### config.mk
export PLATFORM = sky130hd
export DESIGN_NAME = noc_local_eject
export DESIGN_NICKNAME = d
export VERILOG_FILES = /design/src/rtl/noc_pkg.sv /design/src/rtl/noc_skid_2.sv /design/src/rtl/noc_local_eject.sv
export SDC_FILE = /design/constraint.sdc
export NUM_CORES = 1
export LEC_CHECK = 0
export BUFFER_PORTS_ARGS = -buffer_cell sky130_fd_sc_hd__clkbuf_2
export CORE_UTILIZATION = 25
export CTS_BUF_LIST = sky130_fd_sc_hd__clkbuf_4 sky130_fd_sc_hd__clkbuf_8 sky130_fd_sc_hd__clkbuf_16
export DETAILED_ROUTE_END_ITERATION = 16
export HOLD_SLACK_MARGIN = 0.15
export SLEW_MARGIN = 20
export SYNTH_ARGS = -nofsm -noshare
export SYNTH_HDL_FRONTEND = slang
export SYNTH_HIERARCHICAL = 1
export SYNTH_SLANG_ARGS = --single-unit
### constraint.sdc
create_clock -name clk_line -period 6.76 [get_ports clk_line]
set_input_delay 1.352 -clock clk_line [delete_from_list [all_inputs] [get_ports clk_line]]
set_output_delay 1.352 -clock clk_line [all_outputs]
set_load 0.005 [all_outputs]
### src/rtl/noc_pkg.sv
// Shared NoC definitions: port ids, header field offsets, eject FSM states.
package noc_pkg;

  localparam logic [2:0] NULL   = 3'd0;
  localparam logic [2:0] BOTTOM = 3'd1;
  localparam logic [2:0] RIGHT  = 3'd2;
  localparam logic [2:0] TOP    = 3'd3;
  localparam logic [2:0] LEFT   = 3'd4;
  localparam logic [2:0] LOCAL  = 3'd5;

  // X fields sit at fixed offsets; Y fields follow their X field directly,
  // so their offsets depend on the coordinate width.
  localparam int unsigned DST_X_LSB = 0;
  localparam int unsigned SRC_X_LSB = 8;
  localparam int unsigned LEN_LSB   = 16;

  function automatic int unsigned dst_y_lsb(input int unsigned xy_sz);
    return DST_X_LSB + xy_sz;
  endfunction

  function automatic int unsigned src_y_lsb(input int unsigned xy_sz);
    return SRC_X_LSB + xy_sz;
  endfunction

  typedef enum logic [1:0] {
    HDR  = 2'd0,
    PAY  = 2'd1,
    DROP = 2'd2
  } eject_state_e;

endpackage

### src/rtl/noc_skid_2.sv
// Two-entry skid buffer; upstream ready is registered so the downstream
// ready never reaches the producer combinationally.
module noc_skid_2 #(
  parameter int unsigned WIDTH = 37
) (
  input  logic             clk_line,
  input  logic             rst,
  input  logic             i_valid,
  input  logic [WIDTH-1:0] i_data,
  output logic             o_ready,
  output logic             o_valid,
  output logic [WIDTH-1:0] o_data,
  input  logic             i_ready
);

  logic [WIDTH-1:0] r_mem [2];
  logic [1:0]       r_cnt;
  logic             r_rdy;
  logic             w_push;
  logic             w_pop;
  logic [1:0]       w_cnt_nxt;
  logic             w_wr_idx;

  assign w_push  = i_valid & r_rdy;
  assign w_pop   = (r_cnt != 2'd0) & i_ready;
  assign o_ready = r_rdy;
  assign o_valid = (r_cnt != 2'd0);
  assign o_data  = r_mem[0];

  // Next occupancy and the slot an incoming beat lands in after any pop.
  always_comb begin
    w_cnt_nxt = r_cnt;
    w_wr_idx  = 1'b0;
    if (w_push && !w_pop) w_cnt_nxt = r_cnt + 2'd1;
    if (!w_push && w_pop) w_cnt_nxt = r_cnt - 2'd1;
    if (w_pop) w_wr_idx = (r_cnt == 2'd2);
    else       w_wr_idx = (r_cnt == 2'd1);
  end

  // Storage, occupancy and registered ready.
  always_ff @(posedge clk_line) begin
    if (!rst) begin
      r_mem[0] <= '0;
      r_mem[1] <= '0;
      r_cnt    <= '0;
      r_rdy    <= 1'b0;
    end else begin
      r_cnt <= w_cnt_nxt;
      r_rdy <= (w_cnt_nxt != 2'd2);
      if (w_pop)  r_mem[0]        <= r_mem[1];
      if (w_push) r_mem[w_wr_idx] <= i_data;
    end
  end

endmodule

### src/rtl/noc_local_eject.sv
// LOCAL-port eject stage: decodes/strips headers, drops misrouted packets,
// checks payload length and delivers payload through a 2-entry skid.
module noc_local_eject
  import noc_pkg::*;
#(
  parameter int unsigned XY_SZ = 3,
  parameter int unsigned LEN_W = 16,
  parameter int unsigned CNT_W = 16
) (
  input  logic             clk_line,
  input  logic             rst,
  input  logic [XY_SZ-1:0] myX,
  input  logic [XY_SZ-1:0] myY,
  input  logic             stream_in_TVALID,
  input  logic [31:0]      stream_in_TDATA,
  input  logic [3:0]       stream_in_TKEEP,
  input  logic             stream_in_TLAST,
  output logic             stream_in_TREADY,
  output logic             stream_out_TVALID,
  output logic [31:0]      stream_out_TDATA,
  output logic [3:0]       stream_out_TKEEP,
  output logic             stream_out_TLAST,
  input  logic             stream_out_TREADY,
  output logic             hdr_valid,
  output logic [XY_SZ-1:0] hdr_src_x,
  output logic [XY_SZ-1:0] hdr_src_y,
  output logic [LEN_W-1:0] hdr_len,
  output logic             err_dest,
  output logic             err_len,
  output logic [CNT_W-1:0] pkt_count,
  output logic [CNT_W-1:0] drop_count
);

  localparam int unsigned DST_Y_LSB = dst_y_lsb(XY_SZ);
  localparam int unsigned SRC_Y_LSB = src_y_lsb(XY_SZ);

  eject_state_e r_state, w_state_nxt;

  logic [XY_SZ-1:0] r_src_x, r_src_y;
  logic [LEN_W-1:0] r_len, r_wcnt, w_wcnt_inc;
  logic [CNT_W-1:0] r_pkt, r_drop;
  logic             r_hdr_valid, r_err_dest, r_err_len;

  logic             w_in_ready, w_accept, w_dest_ok;
  logic [XY_SZ-1:0] w_dst_x, w_dst_y;
  logic [LEN_W-1:0] w_len;
  logic             w_hdr_take, w_hv, w_ed, w_el, w_pkt_inc, w_drop_inc;
  logic             w_push, w_wcnt_clr, w_wcnt_en;

  assign w_accept   = stream_in_TVALID & w_in_ready;
  assign w_dst_x    = stream_in_TDATA[DST_X_LSB +: XY_SZ];
  assign w_dst_y    = stream_in_TDATA[DST_Y_LSB +: XY_SZ];
  assign w_len      = stream_in_TDATA[LEN_LSB +: LEN_W];
  assign w_dest_ok  = (w_dst_x == myX) && (w_dst_y == myY);
  assign w_wcnt_inc = (&r_wcnt) ? r_wcnt : r_wcnt + LEN_W'(1);

  // FSM state register.
  always_ff @(posedge clk_line) begin
    if (!rst) r_state <= HDR;
    else      r_state <= w_state_nxt;
  end

  // Next state and per-beat actions.
  always_comb begin
    w_state_nxt = r_state;
    w_hdr_take  = 1'b0;
    w_hv        = 1'b0;
    w_ed        = 1'b0;
    w_el        = 1'b0;
    w_pkt_inc   = 1'b0;
    w_drop_inc  = 1'b0;
    w_push      = 1'b0;
    w_wcnt_clr  = 1'b0;
    w_wcnt_en   = 1'b0;
    case (r_state)
      HDR: if (w_accept) begin
        w_hdr_take = 1'b1;
        if (!w_dest_ok) begin
          w_ed        = 1'b1;
          w_drop_inc  = 1'b1;
          w_state_nxt = stream_in_TLAST ? HDR : DROP;
        end else if (stream_in_TLAST) begin
          w_hv      = 1'b1;
          w_pkt_inc = 1'b1;
          w_el      = (w_len != '0);
        end else begin
          w_hv        = 1'b1;
          w_wcnt_clr  = 1'b1;
          w_state_nxt = PAY;
        end
      end
      PAY: if (w_accept) begin
        w_push    = 1'b1;
        w_wcnt_en = 1'b1;
        if (stream_in_TLAST) begin
          w_pkt_inc   = 1'b1;
          w_el        = (w_wcnt_inc != r_len);
          w_state_nxt = HDR;
        end
      end
      DROP: if (w_accept && stream_in_TLAST) w_state_nxt = HDR;
      default: w_state_nxt = HDR;
    endcase
  end

  // Header fields, status pulses, word counter and statistics.
  always_ff @(posedge clk_line) begin
    if (!rst) begin
      r_src_x     <= '0;
      r_src_y     <= '0;
      r_len       <= '0;
      r_wcnt      <= '0;
      r_pkt       <= '0;
      r_drop      <= '0;
      r_hdr_valid <= 1'b0;
      r_err_dest  <= 1'b0;
      r_err_len   <= 1'b0;
    end else begin
      r_hdr_valid <= w_hv;
      r_err_dest  <= w_ed;
      r_err_len   <= w_el;
      if (w_hdr_take) begin
        r_src_x <= stream_in_TDATA[SRC_X_LSB +: XY_SZ];
        r_src_y <= stream_in_TDATA[SRC_Y_LSB +: XY_SZ];
        r_len   <= w_len;
      end
      if (w_wcnt_clr)     r_wcnt <= '0;
      else if (w_wcnt_en) r_wcnt <= w_wcnt_inc;
      if (w_pkt_inc)  r_pkt  <= r_pkt + CNT_W'(1);
      if (w_drop_inc) r_drop <= r_drop + CNT_W'(1);
    end
  end

  noc_skid_2 #(.WIDTH(37)) u_skid (
    .clk_line (clk_line),
    .rst      (rst),
    .i_valid  (w_push),
    .i_data   ({stream_in_TLAST, stream_in_TKEEP, stream_in_TDATA}),
    .o_ready  (w_in_ready),
    .o_valid  (stream_out_TVALID),
    .o_data   ({stream_out_TLAST, stream_out_TKEEP, stream_out_TDATA}),
    .i_ready  (stream_out_TREADY)
  );

  assign stream_in_TREADY = w_in_ready;
  assign hdr_valid        = r_hdr_valid;
  assign hdr_src_x        = r_src_x;
  assign hdr_src_y        = r_src_y;
  assign hdr_len          = r_len;
  assign err_dest         = r_err_dest;
  assign err_len          = r_err_len;
  assign pkt_count        = r_pkt;
  assign drop_count       = r_drop;

endmodule

==> results.tsv <==
stage	metric	value	unit
routing	wl_met2	8.938	mm
final_layout	num_antenna_cells	0	
critical_path	worstSetupEndpointType	flip-flop	
grt	grt_max_degree	75	
routing	wl_per_cell	14.66	µm
floorplan	core-area	0.02972	mm²
placed_design	port_buffers	142	
yosys	synth_warnings	6	
yosys	yosysSeqAreaShare	49.92	%
routing	initialDrtViolationCount	309	
timing	fin_crit	3.336	ns
yosys	async_flop_share	0	%
cts	clock_sinks	152	
final_layout	nets	919	
grt	overflow	0	
yosys	synth-edff-count	74	
placed_design	dp.final_hpwl	13.09	mm
critical_path	crit_chain	ha_1 > nand4_1 > nor4_2 > nor2_1 > xnor2_1 > or4_1 > o41a_1	
final_layout	drive_above_1_share	29.24	%
timing	fmax	0.2998	GHz
critical_path	crit_family	simple AND/OR/NAND/NOR gates	
power_and_ir_drop	ir_drop	0.1083	mV
grt	grt_antenna_before_repair	1	
timing	tightest_slew	1.068	ns
placed_design	dpl_cell_area	0.008554	mm²
yosys	synth_commonest_cells	nand2_1 (80), dfxtp_1 (78), edfxtp_1 (74)	
critical_path	path_buf_inv	0	
critical_path	critPathKind	reg2reg	
floorplan	rows	63	
floorplan	ios	143	
critical_path	critPathMaxStageDelay	0.89	ns
timing	slew_violations	0	
routing	wl_met3	836	µm
timing	fin_crit_sh	49.35	%
critical_path	required	7.06	ns
timing	slew_headroom	28.78	%
timing	hold_ws	0.4721	ns
cts	worstSkewPairLatency	0.43	ns
timing	finalHoldViolations	0	
routing	wl_met1	8.502	mm
cts	htreeDepth	4	
yosys	yosys_register_bits	152	
cts	postCtsHoldBufs	0	
yosys	synth_top_cell_by_area	edfxtp_1	
floorplan	die-area	0.03102	mm²
timing	fin_skew	0.01830	ns
yosys	synthTopCellsByArea	edfxtp_1 (29%), dfxtp_1 (21%), and2_1 (5.9%)	
hold_path	hold_path_class	reg2reg	
floorplan	die_h	176.1	µm
critical_path	critical_path.slowest_cell	nor4_2	
final_layout	stdcell_area	0.009148	mm²
routing	routed_via_density	4.391	
yosys	synth_nets	793	
routing	dr.max_layer_used	met5	
yosys	synth_cells	740	
cts	cts_buffer_depth	2	
final_layout	area_growth	20.68	%
critical_path	start_kind	flip-flop	
routing	vias	5572	
power_and_ir_drop	p_leak	3.594	nW
power_and_ir_drop	powerDensity	240.1	mW/mm²
cts	cts_resized	0	
timing	setup_tns	0	ns
routing	wl	18.61	mm
run_status	status	finished, final reports clean	
routing	drc	0	
yosys	synthDominantCellAreaShare	29.32	%
yosys	post_synth_num_cell_types	59	
grt	grt_pass1_wl	29.59	mm
timing	rsz0062_at_grt	false	
cts	cts_root_buf	clkbuf_16	
cts	clkTransAtPathRegs	0.07	ns
floorplan	start_util	25.51	%
grt	track_usage	12.37	%
cts	post_cts_buffers	0	
yosys	netlist_area	0.007580	mm²
placed_design	gp_congestion	0.8519	
grt	grt_pass1_vias	5369	
cts	cts_inserted_buffers	17	
routing	drtAntennaViolNets	0	
cts	cts_tree	yes	
timing	setup_viol	0	
flow_run	max_cap_violations	0	
routing	drtPass1Iterations	4	
yosys	yosys.cell_count.top_type	nand2_1	
critical_path	cp.arrival	3.64	ns
yosys	synthFlopType	dfxtp_1	
floorplan	die-width	176.1	µm
yosys	avgSynthCellArea	10.24	µm²
critical_path	worst-path-max-fanout	10	
==> power by group <==
group / total (W) / leakage [nW] / switching (W) / internal, W
Sequential: 0.00104 / 1.40 / 0.0000302 / 0.00101
Combinational: 0.000187 / 1.91 / 0.000114 / 0.0000728
Clock: 0.000970 / 0.282 / 0.000442 / 0.000527
==> per-stage QoR <==
step                      utilization (%)  worst slack [ns]  cells  power (W)
after floorplan                         -             1.651    740   0.001155
after global placement              28.77             3.088   1237   0.001248
after detailed placement            28.79             2.989   1237   0.001253
after CTS                           30.78             3.445   1269   0.002229
after global routing                30.78             3.242   1269   0.002293
final                               30.78             3.424   1269   0.002196
==> state kept, by name, summed over array words and instances (netlist names), 2 cells and up <==
signal / flops
drop_count: 16
hdr_len: 16
hdr_src_x: 3
hdr_src_y: 3
pkt_count: 16
r_state: 2
r_wcnt: 16
u_skid/r_cnt: 2
u_skid/r_mem: 74
==> logic make-up after synthesis <==
kind of cell | after synthesis | synth area share (%)
adder cells (fa/ha/maj) | 6 | 0.9904
XOR/XNOR | 67 | 7.841
buffers and inverters | 87 | 6.289
AND/OR/NAND/NOR | 323 | 24.50
AO/OA/AOI/OAI | 101 | 9.921
multiplexers | 4 | 0.5447
flip-flops | 152 | 49.92
==> layout by cell type (no fill, tap or decap), types with 4 or more instances in the layout <==
| master | netlist | final |
|---|---|---|
| and3_1 | 8 | 8 |
| nor4_1 | 12 | 12 |
| nand2_1 | 80 | 80 |
| nand2b_1 | 4 | 4 |
| and2_1 | 71 | 70 |
| buf_4 | 5 | 6 |
| o21ai_2 | 30 | 31 |
| ha_1 | 6 | 6 |
| inv_1 | 46 | 46 |
| nor3_1 | 8 | 7 |
| nand4_1 | 16 | 16 |
| clkbuf_16 | 0 | 17 |
| xor2_1 | 18 | 18 |
| edfxtp_1 | 74 | 74 |
| inv_8 | 0 | 4 |
| clkbuf_2 | 3 | 142 |
| dfxtp_1 | 78 | 78 |
| nand3_1 | 30 | 29 |
| xnor2_1 | 48 | 48 |
| nor2b_1 | 4 | 4 |
| nor2_1 | 36 | 36 |
| o21ai_1 | 10 | 9 |
| nand3_2 | 30 | 31 |
| a21boi_0 | 23 | 23 |
| a31oi_1 | 6 | 6 |
| a21oi_1 | 11 | 11 |
| inv_6 | 0 | 6 |
==> path summary, 6_finish.rpt <==
check | start | endpoint | slack (ns) | depth (start not counted)
min | hdr_src_x[0] | hdr_src_x[0] | 0.47 | 2
min reg2reg | hdr_src_x[0] | hdr_src_x[0] | 0.47 | 2
max | r_wcnt[0] | err_len | 3.42 | 7
max reg2reg | r_wcnt[0] | err_len | 3.42 | 7
==> final cells by class <==
class | instances | area (µm²)
clock buffers | 17 | 425.4
clock inverters | 15 | 166.4
fillers | 3100 | 20570
inverters | 46 | 172.7
multi-input cells | 501 | 3356
flip-flops and latches | 152 | 3784
well taps | 390 | 488.0
repair buffers | 148 | 755.7
==> metal layers <==
| layer | GRT usage [%] | up-vias |
|---|---|---|
| li1 | - | 2801 |
| met1 | 15.80 | 2620 |
| met2 | 20.29 | 126 |
| met3 | 2.821 | 23 |
| met4 | 4.529 | 2 |
| met5 | 0 | - |
==> tightest hold or removal path, delay by kind of cell (launching register included) <==
kind             cells  cell delay, ns
flip-flops           1            0.31
AO/OA/AOI/OAI        1            0.06
AND/OR/NAND/NOR      1            0.05
Note: power is estimated with default switching activity, not from simulation.
